<file path="config.mk">
export PLATFORM = sky130hd
export DESIGN_NAME = glitch_pulse_gen_flat
export DESIGN_NICKNAME = d
export VERILOG_FILES = /design/src/rtl/glitch_pulse_gen_pkg.sv /design/src/rtl/glitch_pulse_gen_if.sv /design/src/rtl/glitch_pulse_gen_sync_rise_detect.sv /design/src/rtl/glitch_pulse_gen.sv /design/src/flat_wrapper.sv
export SDC_FILE = /design/constraint.sdc
export NUM_CORES = 1
export LEC_CHECK = 0
export ABC_AREA = 1
export BUFFER_PORTS_ARGS = -buffer_cell sky130_fd_sc_hd__clkbuf_2
export CORE_AREA = 2 2 92 94
export CTS_BUF_LIST = sky130_fd_sc_hd__clkbuf_8
export DETAILED_ROUTE_END_ITERATION = 8
export DIE_AREA = 0 0 94 96
export HOLD_SLACK_MARGIN = 0.08
export PLACE_DENSITY = 0.78
export SYNTH_ARGS = -nofsm -noshare
export SYNTH_HDL_FRONTEND = slang
export SYNTH_HIERARCHICAL = 1
export SYNTH_SLANG_ARGS = --single-unit
</file>
<file path="constraint.sdc">
create_clock -name clk -period 2.8 [get_ports clk]
set_input_delay 0.42 -clock clk [delete_from_list [all_inputs] [get_ports clk]]
set_output_delay 0.42 -clock clk [all_outputs]
set_load 0.02 [all_outputs]
</file>
<file path="src/rtl/glitch_pulse_gen_pkg.sv">
// Shared encodings and config field widths for the glitch pulse generator.
package glitch_pkg;

    localparam int DELAY_W   = 16;
    localparam int WIDTH_W   = 8;
    localparam int COUNT_W   = 8;
    localparam int SPACING_W = 16;

    localparam logic [1:0] ST_IDLE  = 2'd0;
    localparam logic [1:0] ST_DELAY = 2'd1;
    localparam logic [1:0] ST_PULSE = 2'd2;
    localparam logic [1:0] ST_SPACE = 2'd3;

    typedef enum logic [1:0] {
        IDLE  = ST_IDLE,
        DELAY = ST_DELAY,
        PULSE = ST_PULSE,
        SPACE = ST_SPACE
    } state_t;

endpackage

</file>
<file path="src/rtl/glitch_pulse_gen_if.sv">
// Config/trigger inputs and status outputs of the glitch pulse generator.
interface glitch_pulse_gen_if;
    import glitch_pkg::*;

    // No valid/ready: config is sampled only on an accepted trigger rise; done_o is a one-cycle strobe.
    logic                 trigger_i;
    logic                 pulse_en;
    logic [DELAY_W-1:0]   delay_i;
    logic [WIDTH_W-1:0]   width_i;
    logic [COUNT_W-1:0]   num_pulses_i;
    logic [SPACING_W-1:0] pulse_spacing_i;
    logic                 glitch_o;
    logic                 busy_o;
    logic                 done_o;

    modport master (
        output trigger_i, pulse_en, delay_i, width_i, num_pulses_i, pulse_spacing_i,
        input  glitch_o, busy_o, done_o
    );

    modport slave (
        input  trigger_i, pulse_en, delay_i, width_i, num_pulses_i, pulse_spacing_i,
        output glitch_o, busy_o, done_o
    );

endinterface

</file>
<file path="src/rtl/glitch_pulse_gen_sync_rise_detect.sv">
// Multi-flop synchroniser for an asynchronous input followed by a rising-edge detector.
module sync_rise_detect #(
    parameter int SYNC_STAGES = 2
) (
    input  logic clk,
    input  logic rst_n,
    input  logic async_i,
    output logic rise_o
);

    logic [SYNC_STAGES-1:0] sync_q;
    logic                   prev_q;

    always_ff @(posedge clk) begin
        if (!rst_n) begin
            sync_q <= '0;
            prev_q <= 1'b0;
        end else begin
            sync_q <= {sync_q[SYNC_STAGES-2:0], async_i};
            prev_q <= sync_q[SYNC_STAGES-1];
        end
    end

    assign rise_o = sync_q[SYNC_STAGES-1] & ~prev_q;

endmodule

</file>
<file path="src/rtl/glitch_pulse_gen.sv">
// Trigger-armed glitch pulse train generator: delay, then num pulses of width with spacing gaps.
module glitch_pulse_gen
    import glitch_pkg::*;
#(
    parameter int SYNC_STAGES = 2
) (
    input  logic                     clk,
    input  logic                     rst_n,
    glitch_pulse_gen_if.slave        bus,
    output state_t                   state
);

    logic rise;

    sync_rise_detect #(.SYNC_STAGES(SYNC_STAGES)) u_sync (
        .clk     (clk),
        .rst_n   (rst_n),
        .async_i (bus.trigger_i),
        .rise_o  (rise)
    );

    state_t               state_q, state_d;
    logic [15:0]          cnt_q, cnt_d;
    logic [COUNT_W-1:0]   left_q, left_d;
    logic [DELAY_W-1:0]   delay_q, delay_d;
    logic [WIDTH_W-1:0]   width_q, width_d;
    logic [SPACING_W-1:0] spacing_q, spacing_d;
    logic                 glitch_q, glitch_d;
    logic                 busy_q, busy_d;
    logic                 done_q, done_d;

    always_ff @(posedge clk) begin
        if (!rst_n) begin
            state_q   <= IDLE;
            cnt_q     <= '0;
            left_q    <= '0;
            delay_q   <= '0;
            width_q   <= '0;
            spacing_q <= '0;
            glitch_q  <= 1'b0;
            busy_q    <= 1'b0;
            done_q    <= 1'b0;
        end else begin
            state_q   <= state_d;
            cnt_q     <= cnt_d;
            left_q    <= left_d;
            delay_q   <= delay_d;
            width_q   <= width_d;
            spacing_q <= spacing_d;
            glitch_q  <= glitch_d;
            busy_q    <= busy_d;
            done_q    <= done_d;
        end
    end

    // cnt counts cycles already spent in the current phase, including the entry cycle.
    always_comb begin
        state_d   = state_q;
        cnt_d     = cnt_q;
        left_d    = left_q;
        delay_d   = delay_q;
        width_d   = width_q;
        spacing_d = spacing_q;
        glitch_d  = glitch_q;
        busy_d    = busy_q;
        done_d    = 1'b0;

        case (state_q)
            IDLE: begin
                if (rise && bus.pulse_en) begin
                    delay_d   = bus.delay_i;
                    width_d   = bus.width_i;
                    left_d    = bus.num_pulses_i;
                    spacing_d = bus.pulse_spacing_i;
                    if (bus.width_i == '0 || bus.num_pulses_i == '0) begin
                        done_d = 1'b1;
                    end else begin
                        busy_d = 1'b1;
                        cnt_d  = 16'd1;
                        if (bus.delay_i == '0) begin
                            state_d  = PULSE;
                            glitch_d = 1'b1;
                        end else begin
                            state_d = DELAY;
                        end
                    end
                end
            end
            DELAY: begin
                if (cnt_q == delay_q) begin
                    state_d  = PULSE;
                    glitch_d = 1'b1;
                    cnt_d    = 16'd1;
                end else begin
                    cnt_d = cnt_q + 16'd1;
                end
            end
            PULSE: begin
                if (cnt_q == {8'd0, width_q}) begin
                    cnt_d  = 16'd1;
                    left_d = left_q - 8'd1;
                    if (left_q == 8'd1) begin
                        state_d  = IDLE;
                        glitch_d = 1'b0;
                        busy_d   = 1'b0;
                        done_d   = 1'b1;
                        cnt_d    = '0;
                    end else if (spacing_q != '0) begin
                        state_d  = SPACE;
                        glitch_d = 1'b0;
                    end else begin
                        glitch_d = 1'b1;
                    end
                end else begin
                    cnt_d = cnt_q + 16'd1;
                end
            end
            SPACE: begin
                if (cnt_q == spacing_q) begin
                    state_d  = PULSE;
                    glitch_d = 1'b1;
                    cnt_d    = 16'd1;
                end else begin
                    cnt_d = cnt_q + 16'd1;
                end
            end
            default: state_d = IDLE;
        endcase

        // Disarming mid-sequence aborts silently, without a done strobe.
        if (state_q != IDLE && !bus.pulse_en) begin
            state_d  = IDLE;
            glitch_d = 1'b0;
            busy_d   = 1'b0;
            done_d   = 1'b0;
            cnt_d    = '0;
            left_d   = '0;
        end
    end

    assign bus.glitch_o = glitch_q;
    assign bus.busy_o   = busy_q;
    assign bus.done_o   = done_q;
    assign state        = state_q;

endmodule

</file>
<file path="src/flat_wrapper.sv">
// flat-port wrapper written by rule: the top's interface ports become plain ports
module glitch_pulse_gen_flat import glitch_pkg::*;
#(
    parameter int SYNC_STAGES = 2
)
  (clk, rst_n, state, bus_trigger_i, bus_pulse_en, bus_delay_i, bus_width_i, bus_num_pulses_i, bus_pulse_spacing_i, bus_glitch_o, bus_busy_o, bus_done_o);
  glitch_pulse_gen_if bus_i ();
  input  logic clk;
  input  logic rst_n;
  output state_t state;
  input wire logic [$bits(bus_i.trigger_i)-1:0] bus_trigger_i;
  input wire logic [$bits(bus_i.pulse_en)-1:0] bus_pulse_en;
  input wire logic [$bits(bus_i.delay_i)-1:0] bus_delay_i;
  input wire logic [$bits(bus_i.width_i)-1:0] bus_width_i;
  input wire logic [$bits(bus_i.num_pulses_i)-1:0] bus_num_pulses_i;
  input wire logic [$bits(bus_i.pulse_spacing_i)-1:0] bus_pulse_spacing_i;
  output wire logic [$bits(bus_i.glitch_o)-1:0] bus_glitch_o;
  output wire logic [$bits(bus_i.busy_o)-1:0] bus_busy_o;
  output wire logic [$bits(bus_i.done_o)-1:0] bus_done_o;
  assign bus_i.trigger_i = bus_trigger_i;
  assign bus_i.pulse_en = bus_pulse_en;
  assign bus_i.delay_i = bus_delay_i;
  assign bus_i.width_i = bus_width_i;
  assign bus_i.num_pulses_i = bus_num_pulses_i;
  assign bus_i.pulse_spacing_i = bus_pulse_spacing_i;
  assign bus_glitch_o = bus_i.glitch_o;
  assign bus_busy_o = bus_i.busy_o;
  assign bus_done_o = bus_i.done_o;
  glitch_pulse_gen #(.SYNC_STAGES(SYNC_STAGES)) u_core (.clk(clk), .rst_n(rst_n), .bus(bus_i), .state(state));
endmodule
</file>
=== Word-level counts from Yosys, hierarchy flattened ===
Index checks and enable logic that the tools add are counted.

* Mux-type cells: 38
* Equal/unequal tests: 15
* Reductions and logical operators: 18
* Add/sub/neg operators: 2
* Bitwise gates (word level): 3

{| class="wikitable"
|+ Operators by type and width
! kind !! count
|-
| $mux 16 || 5
|-
| $pmux 16 s4 || 1
|-
| $eq 16x16->1 || 2
|-
| $mux 1 || 17
|-
| $add 16x1->16 const B || 1
|-
| $eq 16x8->1 || 1
|-
| $logic_not 16->1 || 1
|-
| $logic_not 8->1 || 2
|-
| $mux 2 || 8
|-
| $mux 8 || 2
|-
| $pmux 8 s2 || 1
|-
| $reduce_bool 16->1 || 1
|-
| $ne 2x1->1 const B || 6
|-
| $reduce_and 6->1 || 2
|-
| $eq 8x1->1 const B || 1
|-
| $pmux 2 s4 || 1
|-
| $sub 8x1->8 const B || 1
|-
| $reduce_and 5->1 || 1
|-
| $eq 2x2->1 const B || 2
|-
| $pmux 1 s2 || 2
|-
| $pmux 1 s4 || 1
|-
| $reduce_and 2->1 || 2
|-
| $reduce_bool 2->1 || 2
|-
| $ne 3x1->1 const B || 1
|-
| other kinds (10) || 12
|}

* Input port bits: 52
* Logic and storage cells: 87
* Output and inout port bits: 5
* Register bits after elaboration: 72

=== Logic depth before layout (Yosys ltp) ===
Gate-level depths: netlist of run 1.

* Depth in word-level cells: 5
* Gate-level depth with buffers: 15
* Depth with buffers taken out: 14

=== By module ===
Netlist of run 1, hierarchy kept.

{| class="wikitable"
|+ Modules (own cells, without submodules)
! module !! area an instance (um2) !! seq. area each (um2) !! instances !! cells each
|-
| glitch_pulse_gen || 4191.5 || 1381.3 || 1 || 620
|-
| sync_rise_detect || 92.6 || 60.1 || 1 || 11
|}

=== Worst setup path before layout of run 1 ===
No wires, ideal clock.

* Kind: register -> register
* Start: register u_core.cnt_q[1]
* End: register u_core.cnt_q[10]
* Buffers on the path: 0
* Stages on the path, launching flop included: 10
* Clock period less this slack: 1.575 ns
* Arrival: 1.507 ns
* Setup time: 0.067 ns
* Slack: 1.225 ns
* Data required time: 2.733 ns
* Cell sequence: dfxtp_1 ha_1 nand2_1 nor2_2 nand3_2 nor2_2 nand2_1 xor2_1 o21bai_4 a21oi_2

* Word-level cells in the longest chain between the ends: 3
* Elaborated cells between the ends (all ways): 8
* Classes of those cells: add/sub: 1; eq/ne: 3; mux: 4

{| class="wikitable"
|+ Ends and longest elaborated chain
! what !! RTL line !! RTL
|-
| from (decl) || glitch_pulse_gen.sv:23 || <nowiki>logic [15:0] cnt_q, cnt_d;</nowiki>
|-
| from (signal assigned) || glitch_pulse_gen.sv:45 || <nowiki>cnt_q <= cnt_d;</nowiki>
|-
| $add 16x1->16, or another cell as far along || glitch_pulse_gen.sv:95, glitch_pulse_gen.sv:115, glitch_pulse_gen.sv:124 ||
|-
| $mux 16 (on tied branches) || glitch_pulse_gen.sv:119, glitch_pulse_gen.sv:90, glitch_pulse_gen.sv:99 ||
|-
| $pmux 16 s4 (*) || glitch_pulse_gen.sv:68 || <nowiki>case (state_q)</nowiki>
|}

Every way passes the cells marked *; elsewhere a longest branch is shown, timed or not.
A chain may end at the register's enable or synchronous reset.

=== Worst setup path after layout of run 1 ===
* Start: register u_core.cnt_q[0]
* End: register u_core.cnt_q[14]

Same word-level chain as after synthesis.

==> results.toml, run 1 <==
[synth]
ys_seq_area_frac = 0.336
synth-seq-cells = 72
synthAdderAreaFrac = 0.00876
synthArstFlopShare = 0
synth_xor_area_frac = 0.0552
synth_compound_area_frac = 0.190
synth_simple_gate_area_frac = 0.284
synthTopCellsByArea = "dfxtp_1 34%, nand2_1 12%, o21ai_0 6.9%, a21oi_1 6.7%, nor2_1 6.0%"
synth_top_area_share = 0.336
synth_edf_count = 0
syn_area_per_cell_um2 = 6.79
synth_most_common_cell = "nand2_1"
ys_warn_count = 6
synth_cells = 631
synth_mux_area_frac = 0.00234
synth_top_family_by_area = "simple AND/OR/NAND/NOR gates"
synth_area_mm2 = 0.00428
yosys.area.top_type = "dfxtp_1"
ys.flop_type = "dfxtp_1"
synthTopCellsByCount = "141 x nand2_1, 72 x dfxtp_1, 68 x nor2_1, 59 x o21ai_0, 57 x a21oi_1"
synth_nets = 686
post_synth_num_cell_types = 40

[sta]
maxSlewViolCount = 0
grt_setup_unrepaired = "false"
finClkSkew_ns = 0.00908
hold_ws_ns = 0.246
hold_viol = 0
min_period_ns = 2.02
relSlewSlack = 0.666
worst_slew_pin_slew_ns = 0.501
min_period_over_period = 0.720
fmax_ghz = 0.496
tns_ns = 0
setup_viol = 0

[floorplan]
die_area_mm2 = 0.00902
core_mm2 = 0.00805
chipWidth_um = 94
dieHeight_um = 96
start_util = 0.532
core.rowCount = 33
io_pins = 57

[clocking]
clk_latency_ns = 0.36
clkSinkCount = 72
ctsHoldBuffers = 0
cts_max_level = 3
cts.clk_slew.worst_paths_ns = 0.08
post_cts_buffers = 0
cts_resized = 0
ctsLongestPathBuffers = 2
root_buffer = "clkbuf_8"
cts_tree = "done"
numCtsBuffers = 9

[final_layout]
final_cell_area_mm2 = 0.00474
area_growth_pct = 10.7
fill_cells = 742
fin_nets = 725
n_antenna_cell = 0
fin_cells = 780
drive_gt1_frac = 0.209

[critical_path]
worstSetupEndpointType = "flip-flop"
slowest_stage = "dfxtp_1"
worstSetupStartpointType = "flip-flop"
worstPathRequired_ns = 3.09
crit_fanout = 9
critical_path.cell_chain = "ha_1 > nand2_1 > nor2_2 > nand3_2 > nor2_2 > nand2_1 > nor4_1 > o21ai_0 > a21oi_1"
worstPathArrival_ns = 2.31
crit_type = "reg2reg"
cpPeakStageDelay_ns = 0.58

[min_path]
hp-class = "in2reg"

[routing]
drt_iter0_drc = 311
totalWireLength_um = 10700
vias = 4126
drt-pass1-iter-count = 5
wl_per_cell_um = 13.7
viasPerCell = 5.29
drtAntennaViolNets = 0
drc = 0

[placement]
place_area_mm2 = 0.00450
dp_cells = 764
globalplace.congestion = 0.874
dp_hpwl_um = 7780
io_buffers = 56

[global_routing]
grt_max_degree = 57
antenna_found_initial = 0
track_usage = 0.250
grt.overflow.total = 0
grt_pass1_vias = 3739
grt_pass1_wl_um = 17500

[power_and_ir_drop]
ir_drop_mv = 0.293
p_per_area_mw_per_mm2 = 708
p_leak_nw = 2.17

[run]
max-cap-violations = 0

[status]
outcome = "finished clean"
==> area by class of cell <==
class / count / area [µm²] / share of cell area
Clock inverter: 4 / 75.1 / 0.0158
Tap cell: 105 / 131 / 0.0277
Sequential cell: 72 / 1440 / 0.304
Inverter: 80 / 300 / 0.0633
Timing Repair Buffer: 60 / 310 / 0.0655
Clock buffer: 12 / 165 / 0.0348
Multi-Input combinational cell: 447 / 2320 / 0.489
==> worst paths after layout <==
kind / slack, ns / depth (start not counted) / startpoint / endpoint
setup / recovery: 0.78 / 9 / u_core/cnt_q[0] / u_core/cnt_q[14]
hold / removal: 0.25 / 3 / bus_trigger_i / u_core/u_sync/sync_q[0]
setup reg to reg: 0.78 / 9 / u_core/cnt_q[0] / u_core/cnt_q[14]
hold reg to reg: 0.41 / 2 / u_core/u_sync/sync_q[0] / u_core/u_sync/sync_q[1]
==> cells in the final DEF (no fill, tap or decap), types with 12 or more instances in the layout <==
| master | instances |
|---|---|
| a21oi_1 | 57 |
| clkbuf_2 | 56 |
| clkbuf_8 | 12 |
| dfxtp_1 | 72 |
| inv_1 | 56 |
| inv_2 | 24 |
| nand2_1 | 141 |
| nand3_1 | 14 |
| nand4_1 | 12 |
| nor2_1 | 68 |
| o21ai_0 | 59 |
| xor2_1 | 27 |
==> sequential cells by signal, summed over array words and instances (netlist names) <==
signal / cells
u_core/cnt_q: 16
u_core/delay_q: 16
u_core/spacing_q: 16
u_core/left_q: 8
u_core/width_q: 8
u_core/state: 2
u_core/u_sync/sync_q: 2
u_core/bus.busy_o: 1
u_core/bus.done_o: 1
u_core/bus.glitch_o: 1
u_core/u_sync/prev_q: 1
==> per-layer routing <==
metal	track usage	vias to the layer above	wire, µm
met5	0	-	0
met4	0.109	0	272
met2	0.390	151	4750
met3	0.0368	22	671
met1	0.345	1862	5000
li1	-	2091	-
==> cells by family after synthesis <==
logic type,count (synthesis)
simple gates,273
buf+inv,112
compound gates,143
flops,72
mux,1
fa+ha+maj,3
xor+xnor,27
==> worst max-delay path, delay by kind of cell, from the launching register on <==
| family | cells | cell delay, ns |
|---|---|---|
| AND/OR/NAND/NOR | 6 | 0.85 |
| flip-flops | 1 | 0.58 |
| AO/OA/AOI/OAI | 2 | 0.27 |
| adder cells (fa/ha/maj) | 1 | 0.25 |
==> per-stage QoR <==
stage | power, mW | utilization | setup WS, ns
after CTS | 3.36 | 0.589 | 0.826
after global routing | 3.55 | 0.589 | 0.538
after detailed placement | 2.37 | 0.559 | 0.854
after floorplan | 2.15 | - | 1.23
after global placement | 2.35 | 0.559 | 0.911
final | 3.36 | 0.589 | 0.784
==> where the power goes <==
part,switching (mW),internal [mW],leakage (nW)
logic,0.798,0.375,1.47
clock network,0.407,0.575,0.115
registers,0.0876,1.12,0.584
Note: power is estimated with default switching activity, not from simulation.
==> inputs of run 2 (changes only) <==
Clock period 2.8 ns to 2.1 ns, I/O delays scaled along.
==> run 2 against run 1 <==
Against the previous run:
- combinational power up 34%
- worst setup slack worse by 0.55 ns
- critical endpoint is now u_core/cnt_q[13]
- critical path depth rose by 2
- power rose by 23%
- largest cell class unchanged
- register-to-register slack lost 0.55 ns
==> results.toml, run 2 (same netlist as run 1, synthesis figures left out) <==
[sta]
setup_viol = 0
finClkSkew_ns = 0.0131
maxSlewViolCount = 0
hold_viol = 0
worst_slew_pin_slew_ns = 0.490
min_period_ns = 1.87
fmax_ghz = 0.536
min_period_over_period = 0.889
hold_ws_ns = 0.152
grt_setup_unrepaired = "false"
tns_ns = 0
relSlewSlack = 0.673

[critical_path]
rr_worst_depth = 11
cpPeakStageDelay_ns = 0.52
worstSetupStartpointType = "flip-flop"
critical_path.cell_chain = "inv_2 > nand2_1 > nand2_1 > nor2_1 > nand2_1 > nor2_1 > nand2_1 > nand2_2 > nand2_4 > o21ai_0 > a21oi_1"
worstPathArrival_ns = 2.10
rr_startpoint = "u_core/cnt_q[5]"
cpLargestDelayFamily = "simple AND/OR/NAND/NOR gates"
slowest_stage = "dfxtp_1"
timing.rr.end = "u_core/cnt_q[13]"
worstSetupEndpointType = "flip-flop"
crit_fanout = 16
worst_path_most_repeated_cell = "nand2_1"
worst-path-buf-inv = 1
worstPathRequired_ns = 2.34
crit_type = "reg2reg"
r2r_slack_ns = 0.23

[placement]
dp_hpwl_um = 8110
globalplace.congestion = 0.977
io_buffers = 56

[min_path]
hold_depth = 3
hold_start = "bus_trigger_i"
hp-class = "in2reg"
hold_path_end = "u_core/u_sync/sync_q[0]"

[floorplan]
die_area_mm2 = 0.00902
dieHeight_um = 96
core_mm2 = 0.00805
chipWidth_um = 94
io_pins = 57
core.rowCount = 33
start_util = 0.532

[clocking]
cts_max_level = 3
numCtsBuffers = 9
ctsHoldBuffers = 0
post_cts_buffers = 0
clk_latency_ns = 0.35
ctsLongestPathBuffers = 2
clkSinkCount = 72
cts.clk_slew.worst_paths_ns = 0.07
cts_tree = "done"
root_buffer = "clkbuf_8"

[routing]
drc = 0
drt_iter0_drc = 301
viasPerCell = 5.28
wl_per_cell_um = 13.8
vias = 4130
drt-pass1-iter-count = 5
totalWireLength_um = 10800
drtAntennaViolNets = 0

[final_layout]
area_growth_pct = 9.61
reg_top3 = "u_core/cnt_q x16, u_core/delay_q x16, u_core/spacing_q x16"
final_cell_mix = "141 x nand2_1, 70 x dfxtp_1, 68 x nor2_1"
n_antenna_cell = 0
fill_cells = 759
mostFrequentLayoutCell = "nand2_1"
fin_nets = 727
drive_gt1_frac = 0.211

[global_routing]
grt.overflow.total = 0
grt_pass1_vias = 3960
track_usage = 0.260
grt_pass1_wl_um = 18200
antenna_found_initial = 0
grt_max_degree = 48

[run]
max-cap-violations = 0

[power_and_ir_drop]
p_leak_nw = 2.17
p_per_area_mw_per_mm2 = 882
ir_drop_mv = 0.458

[status]
outcome = "finished clean"
run 2: cell types whose count changed in the layout (fill, tap and decap cells not counted), sizes merged:
cell	change
buf	+2
bufinv	-2
clkbuf	-2
clkinv	+4
clkinvlp	-2
inv	+2
run 2: timing repair:
action | in CTS | in global routing
endpoints found under the hold margin | 0 | 0
endpoints found under the setup margin | 0 | 2
resized for setup | 0 | 2
run 2: layout make-up:
cell class / count / area, µm² / area share
timing repair buffer: 62 / 338 / 0.0719
clock inverter: 6 / 27.5 / 0.00586
multi-input combinational: 447 / 2320 / 0.493
tap: 105 / 131 / 0.0280
inverter: 80 / 300 / 0.0639
sequential: 72 / 1440 / 0.307
clock buffer: 10 / 138 / 0.0293
run 2: per-stage QoR:
step	std cells	setup slack [ns]	cell area, µm²	total power [mW]	util
final	782	0.234	4700	4.14	0.583
after global routing	782	0.00446	4700	4.43	0.583
after CTS	782	0.161	4690	4.13	0.583
after detailed placement	766	0.184	4530	3.18	0.562
after global placement	766	0.285	4530	3.16	0.562
after floorplan	631	0.525	4280	2.87	-
run 2: tightest hold or removal path, delay by kind of cell:
| family | cells | cell delay (ns) |
|---|---|---|
| buffers and inverters | 2 | 0.11 |
| and+or+nand+nor | 1 | 0.04 |
run 2: worst max-delay path by stage:
stage | from | depth (start not counted) | slack, ns | to
4_1_cts | u_core/cnt_q[0] | 9 | 0.16 | u_core/cnt_q[10]
3_3_place_gp | u_core/cnt_q[0] | 9 | 0.28 | u_core/cnt_q[14]
3_5_place_dp | u_core/cnt_q[0] | 9 | 0.18 | u_core/cnt_q[10]
6_report | u_core/cnt_q[5] | 11 | 0.23 | u_core/cnt_q[13]
5_1_grt | u_core/cnt_q[0] | 9 | 0.004 | u_core/cnt_q[14]
2_1_floorplan | u_core/cnt_q[1] | 9 | 0.53 | u_core/cnt_q[10]
run 2: power breakdown:
group	leakage (nW)	switching [mW]	internal (mW)
sequential	0.585	0.120	1.49
clock	0.0982	0.515	0.444
combinational	1.49	1.07	0.502
run 2: metal layers:
| layer | global-route usage | share of wire | vias up |
|---|---|---|---|
| met5 | 0 | 0 | - |
| met4 | 0.103 | 0.016 | 0 |
| met1 | 0.334 | 0.45 | 1865 |
| li1 | - | - | 2093 |
| met2 | 0.436 | 0.46 | 154 |
| met3 | 0.0439 | 0.069 | 18 |
